==> config.mk <==
export PLATFORM = sky130hd
export DESIGN_NAME = controlador_frota
export DESIGN_NICKNAME = d
export VERILOG_FILES = /design/src/rtl/controlador_frota.sv
export SDC_FILE = /design/constraint.sdc
export NUM_CORES = 1
export LEC_CHECK = 0
export CAP_MARGIN = 25
export CORE_ASPECT_RATIO = 1.1
export CORE_MARGIN = 5
export CORE_UTILIZATION = 47
export CTS_CLUSTER_SIZE = 40
export DETAILED_ROUTE_END_ITERATION = 10
export GPL_ROUTABILITY_DRIVEN = 0
export GPL_TIMING_DRIVEN = 0
export PLACE_DENSITY = 0.87
export RECOVER_POWER = 25
export SLEW_MARGIN = 25
export SYNTH_ARGS = -nofsm -noshare
export SYNTH_HDL_FRONTEND = slang
export SYNTH_SLANG_ARGS = --single-unit
==> constraint.sdc <==
create_clock -name CLOCK_50 -period 2.1 [get_ports CLOCK_50]
set_clock_uncertainty 0.1 [all_clocks]
set_input_delay 0.315 -clock CLOCK_50 [delete_from_list [all_inputs] [get_ports CLOCK_50]]
set_output_delay 0.315 -clock CLOCK_50 [all_outputs]
set_load 0.005 [all_outputs]
==> src/rtl/controlador_frota.sv <==
// -----------------------------------------------------------------------------
// controlador_frota
// Fleet controller for the enemy formation: generates the march tick
// (passo / descer), keeps the per-enemy live mask, arbitrates bullet hits
// (one kill per bullet, lowest index wins) and tracks the wave state
// (OCIOSO, MARCHA, LIMPA, INVADIDO).
//
// Ports
//   CLOCK_50      system clock
//   resetInimigo  asynchronous, active-high reset
//   pausa         freezes the tick counter and march pulses (hits still work)
//   iniciar       one-cycle pulse: start / restart a wave
//   borda         some live enemy touches a horizontal screen limit
//   fundo         some live enemy reached the player row
//   hit_req[N]    per-enemy bullet overlap requests
//   passo         one-cycle pulse: move 2 px in direction sentido
//   sentido       march direction (1 = right, 0 = left)
//   descer        one-cycle pulse: move down 20 px
//   vivo[N]       live mask
//   n_vivos       number of live enemies
//   acerto        one-cycle pulse: hit granted, bullet consumed
//   id_acerto     index of the last granted hit
//   onda_fim      high while the wave is cleared (LIMPA)
//   invadido      high while the fleet has invaded (INVADIDO)
//
// Build option
//   ACELERA_EN    when defined, the tick period shrinks by DEC for every
//                 destroyed enemy, floored at DIV_MIN, sampled at each wrap.
//                 When undefined the period is fixed at DIV.
// -----------------------------------------------------------------------------
module controlador_frota #(
    parameter int N       = 8,
    parameter int DIV     = 320000,
    parameter int DIV_MIN = 80000,
    parameter int DEC     = 30000,
    localparam int NW     = $clog2(N + 1),
    localparam int IW     = (N > 1) ? $clog2(N) : 1,
    localparam int CW     = $clog2(DIV + 1)
) (
    input  logic          CLOCK_50,
    input  logic          resetInimigo,
    input  logic          pausa,
    input  logic          iniciar,
    input  logic          borda,
    input  logic          fundo,
    input  logic [N-1:0]  hit_req,
    output logic          passo,
    output logic          sentido,
    output logic          descer,
    output logic [N-1:0]  vivo,
    output logic [NW-1:0] n_vivos,
    output logic          acerto,
    output logic [IW-1:0] id_acerto,
    output logic          onda_fim,
    output logic          invadido
);

    typedef enum logic [1:0] {
        OCIOSO   = 2'd0,
        MARCHA   = 2'd1,
        LIMPA    = 2'd2,
        INVADIDO = 2'd3
    } estado_t;

    estado_t        estado_r, estado_nx_s;
    logic [CW-1:0]  cnt_r;
    logic [CW-1:0]  periodo_s;
    logic [N-1:0]   vivo_r;
    logic [NW-1:0]  n_vivos_r;
    logic [IW-1:0]  id_acerto_r;
    logic           sentido_r, passo_r, descer_r, acerto_r;
    logic           bloqueio_r, desceu_r;
    logic           onda_fim_r, invadido_r;
    logic           onda_fim_s, invadido_s;
    logic           marcha_s, tick_s, desce_s, grant_s;
    logic [N-1:0]   cand_s;
    logic [IW-1:0]  idx_s;

    // Lowest set index of a request mask (the caller guarantees it is nonzero).
    function automatic logic [IW-1:0] menor_f(input logic [N-1:0] m);
        logic [IW-1:0] idx;
        idx = '0;
        for (int i = N - 1; i >= 0; i--) begin
            if (m[i]) begin
                idx = IW'(i);
            end else begin
                idx = idx;
            end
        end
        return idx;
    endfunction

`ifdef ACELERA_EN
    logic [CW-1:0] periodo_r;

    // Accelerated period for a given live count, floored at DIV_MIN.
    function automatic logic [CW-1:0] periodo_f(input logic [NW-1:0] n);
        int red;
        red = (N - int'(n)) * DEC;
        if (DIV - red < DIV_MIN) begin
            return CW'(DIV_MIN);
        end else begin
            return CW'(DIV - red);
        end
    endfunction

    // Period register: reloaded on wave start, resampled at every wrap.
    always_ff @(posedge CLOCK_50 or posedge resetInimigo) begin
        if (resetInimigo) begin
            periodo_r <= CW'(DIV);
        end else if (iniciar) begin
            periodo_r <= CW'(DIV);
        end else if (tick_s) begin
            periodo_r <= periodo_f(n_vivos_r);
        end else begin
            periodo_r <= periodo_r;
        end
    end

    assign periodo_s = periodo_r;
`else
    assign periodo_s = CW'(DIV);
`endif

    // Tick and hit qualification; iniciar takes priority and suppresses both.
    always_comb begin
        marcha_s = (estado_r == MARCHA) && !iniciar;
        tick_s   = marcha_s && !pausa && (cnt_r == periodo_s - CW'(1));
        desce_s  = borda && !desceu_r;
        cand_s   = hit_req & vivo_r;
        grant_s  = marcha_s && !bloqueio_r && (cand_s != '0);
        idx_s    = menor_f(cand_s);
    end

    // FSM state register.
    always_ff @(posedge CLOCK_50 or posedge resetInimigo) begin
        if (resetInimigo) begin
            estado_r <= OCIOSO;
        end else begin
            estado_r <= estado_nx_s;
        end
    end

    // FSM next state: fundo outranks a cleared wave, iniciar outranks all.
    always_comb begin
        estado_nx_s = estado_r;
        if (iniciar) begin
            estado_nx_s = MARCHA;
        end else begin
            case (estado_r)
                MARCHA: begin
                    if (fundo) begin
                        estado_nx_s = INVADIDO;
                    end else if (n_vivos_r == '0) begin
                        estado_nx_s = LIMPA;
                    end else begin
                        estado_nx_s = MARCHA;
                    end
                end
                default: estado_nx_s = estado_r;
            endcase
        end
    end

    // FSM outputs, decoded from the next state so they register with it.
    always_comb begin
        onda_fim_s = 1'b0;
        invadido_s = 1'b0;
        case (estado_nx_s)
            LIMPA:    onda_fim_s = 1'b1;
            INVADIDO: invadido_s = 1'b1;
            default: begin
                onda_fim_s = 1'b0;
                invadido_s = 1'b0;
            end
        endcase
    end

    // Status flag registers.
    always_ff @(posedge CLOCK_50 or posedge resetInimigo) begin
        if (resetInimigo) begin
            onda_fim_r <= 1'b0;
            invadido_r <= 1'b0;
        end else begin
            onda_fim_r <= onda_fim_s;
            invadido_r <= invadido_s;
        end
    end

    // March datapath: tick counter, direction, one-drop-per-edge memory.
    always_ff @(posedge CLOCK_50 or posedge resetInimigo) begin
        if (resetInimigo) begin
            cnt_r     <= '0;
            sentido_r <= 1'b0;
            desceu_r  <= 1'b0;
            passo_r   <= 1'b0;
            descer_r  <= 1'b0;
        end else if (iniciar) begin
            cnt_r     <= '0;
            sentido_r <= 1'b0;
            desceu_r  <= 1'b0;
            passo_r   <= 1'b0;
            descer_r  <= 1'b0;
        end else begin
            passo_r  <= tick_s && !desce_s;
            descer_r <= tick_s && desce_s;
            if (tick_s) begin
                cnt_r <= '0;
                if (desce_s) begin
                    sentido_r <= !sentido_r;
                    desceu_r  <= 1'b1;
                end else begin
                    desceu_r  <= 1'b0;
                end
            end else if (marcha_s && !pausa) begin
                cnt_r <= cnt_r + CW'(1);
            end else begin
                cnt_r <= cnt_r;
            end
        end
    end

    // Hit datapath: bloqueio holds until the bullet leaves every enemy.
    always_ff @(posedge CLOCK_50 or posedge resetInimigo) begin
        if (resetInimigo) begin
            vivo_r      <= '1;
            n_vivos_r   <= NW'(N);
            id_acerto_r <= '0;
            acerto_r    <= 1'b0;
            bloqueio_r  <= 1'b0;
        end else if (iniciar) begin
            vivo_r      <= '1;
            n_vivos_r   <= NW'(N);
            acerto_r    <= 1'b0;
            bloqueio_r  <= 1'b0;
        end else begin
            acerto_r <= grant_s;
            if (grant_s) begin
                vivo_r[idx_s] <= 1'b0;
                n_vivos_r     <= n_vivos_r - NW'(1);
                id_acerto_r   <= idx_s;
                bloqueio_r    <= 1'b1;
            end else if (hit_req == '0) begin
                bloqueio_r    <= 1'b0;
            end else begin
                bloqueio_r    <= bloqueio_r;
            end
        end
    end

    assign passo     = passo_r;
    assign descer    = descer_r;
    assign sentido   = sentido_r;
    assign vivo      = vivo_r;
    assign n_vivos   = n_vivos_r;
    assign acerto    = acerto_r;
    assign id_acerto = id_acerto_r;
    assign onda_fim  = onda_fim_r;
    assign invadido  = invadido_r;

endmodule
==> impl_metrics.ini <==
[status]
outcome = finished, violations left
violations = setup timing

[timing]
fmax_ghz = 0.446
post-route-period-util_pct = 107
final.min_clock_period_ns = 2.24
max_slew_margin_pct = 50.1
fin_ws_ns = -0.141
setup_viol_count_final = 17
rsz0062_at_grt = yes
worst_slew_pin_slew_ns = 0.749
slew_viol_final = 0
hold_viol_final = 0

[final_layout]
nets = 291
drive_gt1_share_pct = 27.3
fillers = 306
antenna_cells = 0
syn_to_final_growth_pct = 38.8
final_common_cell = dfrtp_1
layout_common_cells = dfrtp_1, clkdlybuf4s50_1, nand2_1, nor2_1, buf_4

[synth]
syn_area_um2 = 2120
syn_nets = 230
synth_edf_count = 0
synth.ff_latch_count = 44
yosysTopAreaCell = dfrtp_1
synth_seq_area_share_pct = 52.4
synthTopCellsByArea = dfrtp_1, dfstp_2, nor2_1, nand2_1, xor2_1
yosysWarnings = 0
syn-mean-instance-area_um2 = 9.97
async_reset_ff_share_pct = 100
netlist.area_leader.share_pct = 41.2
netlist_instances = 213
ys.flop_type = dfrtp_1
synth.distinct_cells = 39

[global_routing]
antenna_found_initial = 0
groute.usage.overall_pct = 19.2
grt_pass1_wl_mm = 8.65
grt_overflow = 0
grt_start_max_net_pins = 32
grt_pass1_vias = 1781

[clock_tree]
cts_num_sinks = 44
clkTransAtPathRegs_ns = 0.08
cts_max_level = 2
clockRootBuffer = clkbuf_8
cts_tree = built
cts_buffers = 5
clk_latency_ns = 0.31
clockBufferDepth = 2

[power_and_ir_drop]
fin_total_pwr_mw = 2.11
p_leak_nw = 1.22
ir_drop_v = 0.000329
powerDensity_nw_per_um2 = 717

[detailed_routing]
top_layer = met4
first_pass_iters = 4
wl_met1_mm = 2.07
wl_per_cell_um = 16.2
route.detailed.drc = 0
initialDrtViolationCount = 121
vias_per_cell = 5.55
wl_met2_mm = 2.78
ant_nets = 0
wl_met3_um = 351
num_vias = 1825
wl_mm = 5.32

[worst_setup_path]
critPathArrivalTime_ns = 2.34
worstSetupStartpointType = flip-flop
required_ns = 2.20
endpoint_kind = flip-flop
crit_type = flip-flop to flip-flop
crit_fanout = 5

[die]
core_area_um2 = 4350
io_pins = 35
start_util_pct = 48.8
die_area_um2 = 5960
rows = 25
die_height_um = 80.5
die-width_um = 74.1

[hold_path]
min_path_type = primary input to flip-flop

[placed_design]
dp_worst_setup_slack_ns = -0.688
hpwl_mm = 3.41
port_buffers = 33

[run]
maxCapViolCount = 0
layout make-up:
type	instances	area [um^2]	area share, %
Multi-Input combinational cell	156	1090	36.9
Inverter	8	30.0	1.02
Clock buffer	5	68.8	2.34
Clock inverter	3	46.3	1.57
Timing Repair Buffer	55	507	17.2
Tap cell	54	67.6	2.29
Sequential cell	44	1110	37.8
Buffer	4	23.8	0.807
where the power goes:
part	switching, mW	total (mW)	internal (mW)
logic	0.201	0.449	0.248
registers	0.0593	0.987	0.928
clock network	0.318	0.677	0.358
total	0.579	2.11	1.53
synth_stat cells, types with 2 or more instances:
library cell / instances
nor3b_1: 2
nor4b_1: 2
nor4_1: 4
nor3_1: 4
nand4_1: 6
dfrtp_1: 35
o21ai_0: 2
clkbuf_1: 2
buf_2: 3
or3_1: 4
a21oi_1: 8
a21o_1: 3
nor2_1: 32
a22oi_1: 4
xor2_1: 12
a211oi_1: 3
nand2_1: 28
xnor2_1: 7
inv_1: 8
mux2_2: 2
nand3_1: 11
ha_1: 3
dfstp_2: 9
nand2b_1: 3
o32a_1: 2
registers in the layout (all words and copies together) (netlist names):
register,flops
acerto,1
n_vivos,4
id_acerto,3
onda_fim,1
vivo,8
descer,1
estado_r,2
invadido,1
sentido,1
bloqueio_r,1
desceu_r,1
passo,1
cnt_r,19
layer usage:
metal / global-route usage, % / up-vias
li1: - / 866
met1: 22.2 / 878
met2: 32.3 / 68
met3: 6.51 / 13
met4: 7.25 / 0
met5: 0 / -
metrics by stage:
stage	TNS, ns	hold WS, ns	std cells	cell area, um^2	utilization (%)
after floorplan	-0.0774	0.305	213	2160	-
after global placement	-14.73	0.372	300	2560	58.8
after detailed placement	-10.99	0.380	301	2580	59.3
after CTS	-2.20	0.183	322	2880	66.2
after global routing	-3.14	0.343	329	2950	67.8
final	-2.05	0.321	329	2950	67.8
path summary, 6_finish.rpt:
| check | start | endpoint | slack [ns] | cells after the start |
|---|---|---|---|---|
| worst max-delay path | cnt_r[10] | cnt_r[11] | -0.14 | 6 |
| worst min-delay path | iniciar | vivo[0] | 0.32 | 3 |
| worst max register to register | cnt_r[10] | cnt_r[11] | -0.14 | 6 |
| max in group asynchronous | resetInimigo | estado_r[1] | 0.39 | 3 |
| worst min register to register | vivo[0] | vivo[0] | 0.40 | 2 |
| min in group asynchronous | resetInimigo | cnt_r[17] | 0.37 | 2 |
critical path, stage by stage (launching register included):
cell and delay (ns):
dfrtp_1 0.40, or4b_1 0.50, or4_4 0.55, buf_6 0.15, o21ai_4 0.21, buf_6 0.17
nor2_1 0.05
cells by family after synthesis:
kind of cell             count (synthesis)  share of synthesized area, %
buffers and inverters                   13                          2.47
flip-flops                              44                          52.4
AND/OR/NAND/NOR                        102                          24.2
multiplexers                             2                          1.06
adder cells (fa/ha/maj)                  3                          1.77
XOR/XNOR                                19                          7.84
AO/OA/AOI/OAI                           30                          10.3
repair_timing:
action	in CTS	in global routing
hold endpoints to repair	0	0
pin swaps	16	6
resized for setup	24	10
buffers inserted	13	7
setup endpoints to repair	21	21
hold buffers	0	0
cloned	1	0
Note: power is estimated with default switching activity, not from simulation.
